File: config.mk
export PLATFORM = sky130hd
export DESIGN_NAME = account_display
export DESIGN_NICKNAME = d
export VERILOG_FILES = /design/src/rtl/account_display.sv
export SDC_FILE = /design/constraint.sdc
export NUM_CORES = 1
export LEC_CHECK = 0
export CORE_MARGIN = 2
export CORE_UTILIZATION = 48
export CTS_BUF_LIST = sky130_fd_sc_hd__clkbuf_8
export DETAILED_ROUTE_END_ITERATION = 10
export PLACE_DENSITY = 0.86
export SKIP_CTS_REPAIR_TIMING = 1
export SYNTH_ARGS = -nofsm -noshare
export SYNTH_HDL_FRONTEND = slang
export SYNTH_SLANG_ARGS = --single-unit
File: constraint.sdc
create_clock -name clk_1kHz -period 1.98 [get_ports clk_1kHz]
set_clock_uncertainty 0.05 [all_clocks]
set_input_delay 0.396 -clock clk_1kHz [delete_from_list [all_inputs] [get_ports clk_1kHz]]
set_output_delay 0.396 -clock clk_1kHz [all_outputs]
set_load 0.01 [all_outputs]
File: src/rtl/account_display.sv
// Five-digit multiplexed 7-segment driver for the call-billing display: balance (yuan.jiao fen)
// and elapsed minutes, with frame-synchronous snapshotting, low-balance flashing and line-cut dashes.
module account_display (
    input  logic        clk_1kHz,
    input  logic        clr,
    input  logic [7:0]  disptime,
    input  logic [11:0] dispmoney,
    input  logic        warn,
    input  logic        cut,
    output logic [7:0]  seg,
    output logic [4:0]  an,
    output logic        frame
);

    typedef enum logic [2:0] {
        DIG_FEN   = 3'd0,
        DIG_JIAO  = 3'd1,
        DIG_YUAN  = 3'd2,
        DIG_MIN_U = 3'd3,
        DIG_MIN_T = 3'd4
    } digit_e;

    localparam logic [7:0] BLINK_LAST = 8'd249;

    digit_e      scan_q, scan_d;
    logic [7:0]  blink_cnt_q, blink_cnt_d;
    logic        blink_phase_q, blink_phase_d;
    logic [7:0]  snap_time_q, snap_time_d;
    logic [11:0] snap_money_q, snap_money_d;
    logic        snap_warn_q, snap_warn_d;
    logic        snap_cut_q, snap_cut_d;
    logic        frame_q, frame_d;
    logic [7:0]  seg_q, seg_d;
    logic [4:0]  an_q, an_d;

    logic        scan_wrap;
    logic [3:0]  nibble;
    logic        money_digit;

    function automatic logic [7:0] seven_seg(input logic [3:0] v);
        case (v)
            4'd0:    seven_seg = 8'h3F;
            4'd1:    seven_seg = 8'h06;
            4'd2:    seven_seg = 8'h5B;
            4'd3:    seven_seg = 8'h4F;
            4'd4:    seven_seg = 8'h66;
            4'd5:    seven_seg = 8'h6D;
            4'd6:    seven_seg = 8'h7D;
            4'd7:    seven_seg = 8'h07;
            4'd8:    seven_seg = 8'h7F;
            4'd9:    seven_seg = 8'h6F;
            default: seven_seg = 8'h79;
        endcase
    endfunction

    always_comb begin
        scan_d        = scan_q;
        blink_cnt_d   = blink_cnt_q;
        blink_phase_d = blink_phase_q;
        snap_time_d   = snap_time_q;
        snap_money_d  = snap_money_q;
        snap_warn_d   = snap_warn_q;
        snap_cut_d    = snap_cut_q;
        frame_d       = 1'b0;
        nibble        = '0;
        money_digit   = 1'b0;

        scan_wrap = (scan_q == DIG_MIN_T);
        scan_d    = scan_wrap ? DIG_FEN : digit_e'(scan_q + 3'd1);

        if (blink_cnt_q == BLINK_LAST) begin
            blink_cnt_d   = '0;
            blink_phase_d = ~blink_phase_q;
        end else begin
            blink_cnt_d   = blink_cnt_q + 8'd1;
        end

        if (scan_wrap) begin
            snap_time_d  = disptime;
            snap_money_d = dispmoney;
            snap_warn_d  = warn;
            snap_cut_d   = cut;
            frame_d      = 1'b1;
        end

        case (scan_q)
            DIG_FEN:   begin nibble = snap_money_q[3:0];  money_digit = 1'b1; end
            DIG_JIAO:  begin nibble = snap_money_q[7:4];  money_digit = 1'b1; end
            DIG_YUAN:  begin nibble = snap_money_q[11:8]; money_digit = 1'b1; end
            DIG_MIN_U: nibble = snap_time_q[3:0];
            DIG_MIN_T: nibble = snap_time_q[7:4];
            default:   nibble = '0;
        endcase

        // Override order, weakest first: glyph, decimal point, tens blanking, flash, line cut.
        seg_d = seven_seg(nibble);
        if (scan_q == DIG_YUAN)
            seg_d = seg_d | 8'h80;
        if (scan_q == DIG_MIN_T && nibble == 4'd0)
            seg_d = '0;
        if (money_digit && snap_warn_q && blink_phase_q)
            seg_d = '0;
        if (snap_cut_q)
            seg_d = 8'h40;

        an_d = ~(5'b00001 << scan_q);

        if (clr) begin
            scan_d        = DIG_FEN;
            blink_cnt_d   = '0;
            blink_phase_d = 1'b0;
            snap_time_d   = '0;
            snap_money_d  = '0;
            snap_warn_d   = 1'b0;
            snap_cut_d    = 1'b0;
            frame_d       = 1'b0;
            seg_d         = '0;
            an_d          = '1;
        end
    end

    always_ff @(posedge clk_1kHz) begin
        scan_q        <= scan_d;
        blink_cnt_q   <= blink_cnt_d;
        blink_phase_q <= blink_phase_d;
        snap_time_q   <= snap_time_d;
        snap_money_q  <= snap_money_d;
        snap_warn_q   <= snap_warn_d;
        snap_cut_q    <= snap_cut_d;
        frame_q       <= frame_d;
        seg_q         <= seg_d;
        an_q          <= an_d;
    end

    assign seg   = seg_q;
    assign an    = an_q;
    assign frame = frame_q;

endmodule
* Word level (Yosys, flattened, before mapping)
Memory sizes are Yosys's and may differ from the RTL's.
Index checks and enable logic that the tools add are counted.
** Storage, ports and cells
- Memories :: 1
- Output and inout port bits :: 14
- ROM bits :: 112
- Word-level logic and storage cells :: 38
- Flip-flop bits (word level) :: 48
** Memories
- (no name shown) :: words 16, bits a word 7, read ports 1, clocked after memory_dff 0, wr ports 0, RTL line 41 : case (v)
** Operators by class
- Muxes and demuxes :: 7
- Bitwise logic cells :: 2
- Shift operators :: 1
- Reductions and logical operators :: 9
- Add/subtract/negate cells :: 2
- Equal/unequal tests :: 5
** Operators by type and width (number)
- $mux W7 :: 3
- $pmux W4 S5 :: 1
- $add A8 B1 Y8 const B :: 1
- $eq A8 B8 Y1 const B :: 1
- $mux W8 :: 1
- $eq A3 B2 Y1 const B :: 2
- $not A5 Y5 :: 1
- $shl A1 B3 Y5 const A :: 1
- $logic_not A4 Y1 :: 1
- $reduce_or A2 Y1 :: 2
- $reduce_or A4 Y1 :: 1
- $add A3 B1 Y3 const B :: 1
- $eq A3 B1 Y1 const B :: 1
- $eq A3 B3 Y1 const B :: 1
- $logic_and A1 B1 Y1 :: 3
- $logic_not A3 Y1 :: 1
- $reduce_or A3 Y1 :: 1
- $mux W1 :: 2
- $not A1 Y1 :: 1

* Logic depth before layout (Yosys ltp)
- Depth after elaboration :: 7
- Gate-level depth with buffers :: 9

* Worst setup path before layout
Ideal clock, no wire load.
- Kind :: register -> register
- From :: register scan_q[0]
- To :: register seg_q[2], in the netlist seg[2]
- Buffers on the path :: 0
- Clock period less this slack :: 2110 ps
- Required time :: 1872 ps
- Data arrival time :: 2002 ps
- Cell stages (with the launch flop) :: 9
- Path slack :: -130 ps
- Cell sequence :: dfxtp_1 > inv_1 > ha_1 > inv_2 > o2111a_1 > ha_1 > and3_1 > a311o_4 > o21ba_1
** On the way
- Word-level cells in the longest chain between the ends :: 6
- Elaborated cells between the ends (all ways) :: 15
- Those cells by class :: 4 x eq/ne; 3 x mux; 7 x reduce/logical; 1 x memory
** RTL lines
- start: declaration :: RTL line 25 : digit_e scan_q, scan_d;
- start signal: assignment :: RTL line 123 : scan_q <= scan_d;
- parallel branches: the longest is 6 deep, another holds $mem_v2 Z16 W7
- end signal: assignment :: RTL line 131 : seg_q <= seg_d;
- end: declaration :: RTL line 33 : logic [7:0] seg_q, seg_d;
Parallel ways; which one is timed is not known.
A chain may end at the register's enable or synchronous reset.

* Worst setup path in the final report
- From :: register scan_q[2]
- To :: register seg_q[6], in the netlist seg[6]
** On the way
- Word-level cells in the longest chain between the ends :: 7
- Elaborated cells between the ends (all ways) :: 17
- Those cells by class :: 4 x eq/ne; 6 x mux; 6 x reduce/logical; 1 x memory
** RTL lines
- $eq A3 B3 Y1, or another cell as far along :: RTL line 86, 99
- $pmux W4 S5 / $reduce_or A3 Y1 (equally long branches)
- $mem_v2 Z16 W7, or another cell as far along
- $mux W8, or another cell as far along :: RTL line 97 : if (scan_q == DIG_YUAN)
- $mux W7 / $logic_and A1 B1 Y1 (equally long branches) :: RTL line 99, 101
- $mux W7 * :: RTL line 101 : if (money_digit && snap_warn_q && blink_phase_q)
- $mux W7 * :: RTL line 103 : if (snap_cut_q)
Every way passes the cells marked *; elsewhere a longest branch is shown, timed or not.

==> run metrics <==
Net Sw Frac=25.5%; total power=around 2 mW; PwrDens=718 nW/um2; failing checks=setup timing; vias in the first global route=1698; combinational cell fraction of total power=between 10% and 20%; Final Hold Vio Count=0; endpoint class of the critical path=flop; fmax=0.493 GHz; CTS tree=yes; run status=complete, but fails checks; Area contributors post-synth=dfxtp_1 (47%), nand2_1 (9.9%), ha_1 (8.0%); # IOs=38; Netlist cell types=38; pin count of the biggest net entering global routing=29; DRT iter0 DRCs=159; gpl congestion=0.886; fin crit share=102%; Max Buffers Root-to-Sink=2; WHS Endpoint=snap_money_q[1]; Yosys top cell by area=dfxtp_1; #FFs+latches synth=48; die footprint=between 4000 and 5000 um2; Reg2Reg Setup Slack=-50 ps; TritonCTS Buffers=5; worst-path fanout max=13; Clock Sinks=between 40 and 50; P_sw=0.514 mW; hold path cells=2; cells after synthesis=approximately 230; CP Data Arrival Time=around 2200 ps; Clk pwr share=between 20% and 30%; hold_ws=just over 400 ps; Syn-to-layout area delta=37.6%; Slew Viols, Final=0; total grt overflow=0; Seq pwr share=between 50 and 60%; initial antenna violation count=0; nets=320; routed len/inst=14.8 um; max cap viols=0; Synth Cell Area=just over 2000 um2; Avg Cell Area, Syn=9.00 um2; Critical Path RT=between 2000 and 2500 ps; FILL cells=~280; post-route insts no fill=between 300 and 400; cell area after layout=~2800 um2; detailed placer's ending HPWL=~3200 um; die height=just under 70 um; Peak VDD IR=roughly 0.00045 V; CTS Root Cell=clkbuf_8; worst hold path type=flop to flop; Post-Syn Nets=between 200 and 300; Yosys warnings=0; share of cells above drive strength 1=~20%; die width=about 69 um; global-route usage over all layers=around a fifth; Worst slew margin=around 80%; drt first pass iters=4; internal power=between 1.5 and 2 mW; Cell Rows=23; share of the synthesized area in the top cell type=47.0%; endpoints failing setup=2; WS Path Type=flop to flop; crit path time final=roughly 2000 ps; worst-margin pin slew=~300 ps; DRC Markers=0; Clk Latency, worst-skew pair=300 ps; Vias=roughly 1800; sequential element share of the synthesized area=between 40% and 50%; IO buf count=37; antenna cells=0; first-pass GRT wire length=around 7400 um; HP Start=snap_money_q[1]; CORE AREA=between 4000 and 5000 um2; post-route ant nets=0; fin util=between 60% and 70%; starting density of the core=about half; clock-pin slew on the worst setup and hold paths=80 ps; Reg2Reg Capture Point=seg[6]; Pleak=about 1.1 nW; FF-to-FF path depth=7; placed inst area=about 2600 um2; Post-Route WL=about 4900 um; Setup WS post-layout=-48.6 ps; setup repair after global routing missed its margin=true; placed cells=~320; vias per inst=5.38; H-Tree Depth=2; critical path startpoint category=flop; worst reg2reg path startpoint=scan_q[2]
metal layers:
layer	GRT usage, %	up-vias	routed length, um
met3	4.94	17	301
met2	31.5	65	2490
met1	23.4	835	1950
met5	0	-	0
met4	5.88	0	184
li1	-	879	-
sequential cells by signal, summed over array words and instances (netlist names):
register and flops:
scan_q 3, blink_phase_q 1, snap_money_q 12, an 5, blink_cnt_q 8, seg 8, snap_warn_q 1, snap_time_q 8
frame 1, snap_cut_q 1
Yosys cell counts:
| cell | instances |
|---|---|
| buf_6 | 2 |
| clkbuf_1 | 7 |
| nor3b_2 | 1 |
| inv_1 | 8 |
| nor3_1 | 3 |
| or2_2 | 1 |
| a32oi_1 | 1 |
| o2111a_1 | 1 |
| a222oi_1 | 1 |
| mux2_1 | 2 |
| nand4_1 | 1 |
| nor2_1 | 13 |
| inv_2 | 2 |
| mux2i_1 | 4 |
| nand3_1 | 6 |
| o2111a_2 | 2 |
| ha_1 | 13 |
| xnor2_1 | 4 |
| o21ba_1 | 1 |
| a21boi_0 | 1 |
| a221oi_2 | 1 |
| a311o_4 | 1 |
| a21oi_1 | 27 |
| o21a_1 | 2 |
| nand3b_1 | 5 |
| dfxtp_1 | 48 |
| buf_1 | 1 |
| o21ai_0 | 1 |
| nand2b_1 | 1 |
| xor2_1 | 3 |
| o221ai_1 | 1 |
| nand2_1 | 54 |
| nor3b_1 | 1 |
| a41o_1 | 1 |
| o21ai_1 | 1 |
| and3_1 | 3 |
| nand3b_4 | 1 |
| or4_1 | 1 |
cell families (layout without fill, tap and decap cells):
kind of cell / after synthesis / in the layout / synth area share, %
buffers and inverters: 20 / 77 / 4.41
AOI/OAI and AO/OA: 42 / 42 / 14.0
adders and majority gates: 13 / 13 / 7.96
DFF: 48 / 48 / 47.0
muxes: 6 / 6 / 3.06
and+or+nand+nor: 91 / 91 / 20.5
xor gates and xnor gates: 7 / 7 / 3.00
through the flow:
step,TNS (ps),setup WS (ps)
after floorplan,0,1.64
after global placement,-59.0,-42.7
after detailed placement,-336,-105
after CTS,-589,-137
after global routing,-351,-96.0
final,-71.5,-48.6
worst max-delay path, stage by stage, from the launching register on:
cell and delay (ps):
dfxtp_2 360, buf_4 190, nand3b_1 200, o2111a_2 220
ha_4 170, and3_4 170, or4_4 510, o221ai_2 70
layout make-up:
class,count,area [um2],share of cell area [%]
clock inverters,2,7.51,0.267
clock buffers,6,82.6,2.94
well taps,50,62.6,2.23
multi-input cells,159,1110,39.4
inverters,10,45.0,1.60
repair buffers,59,536,19.0
flip-flops and latches,48,970,34.5
worst max path at each step:
stage / start / to / slack [ps] / depth (start not counted)
6_report: scan_q[2] / seg[6] / -50 / 7
5_1_grt: scan_q[2] / seg[6] / -100 / 7
4_1_cts: scan_q[1] / seg[6] / -140 / 8
3_5_place_dp: scan_q[1] / seg[6] / -110 / 8
3_3_place_gp: scan_q[1] / seg[6] / -40 / 8
2_1_floorplan: scan_q[2] / seg[6] / 2 / 8
power by group through the flow:
stage	Sequential [mW]	Clock [mW]	Combinational, mW
4_1_cts	1.04	0.582	0.331
5_1_grt	1.06	0.635	0.411
3_3_place_gp	1.06	0	0.322
3_5_place_dp	1.07	0	0.330
6_report	1.06	0.584	0.377
2_1_floorplan	1.07	0	0.158
cells in the final DEF (no fill, tap or decap), drive strengths merged, types with 2 or more instances in the layout:
master and instances:
mux2 2, and3 3, nor3 3, nand2 54, nand3b 6, nor2 13
o21a 2, xor2 3, nor3b 2, clkdlybuf4s50 37, buf 22, ha 13
mux2i 4, o2111a 3, dfxtp 48, xnor2 4, o21ai 2, a21oi 27
nand3 6, inv 12, clkbuf 6
(Power assumes the default switching activity.)
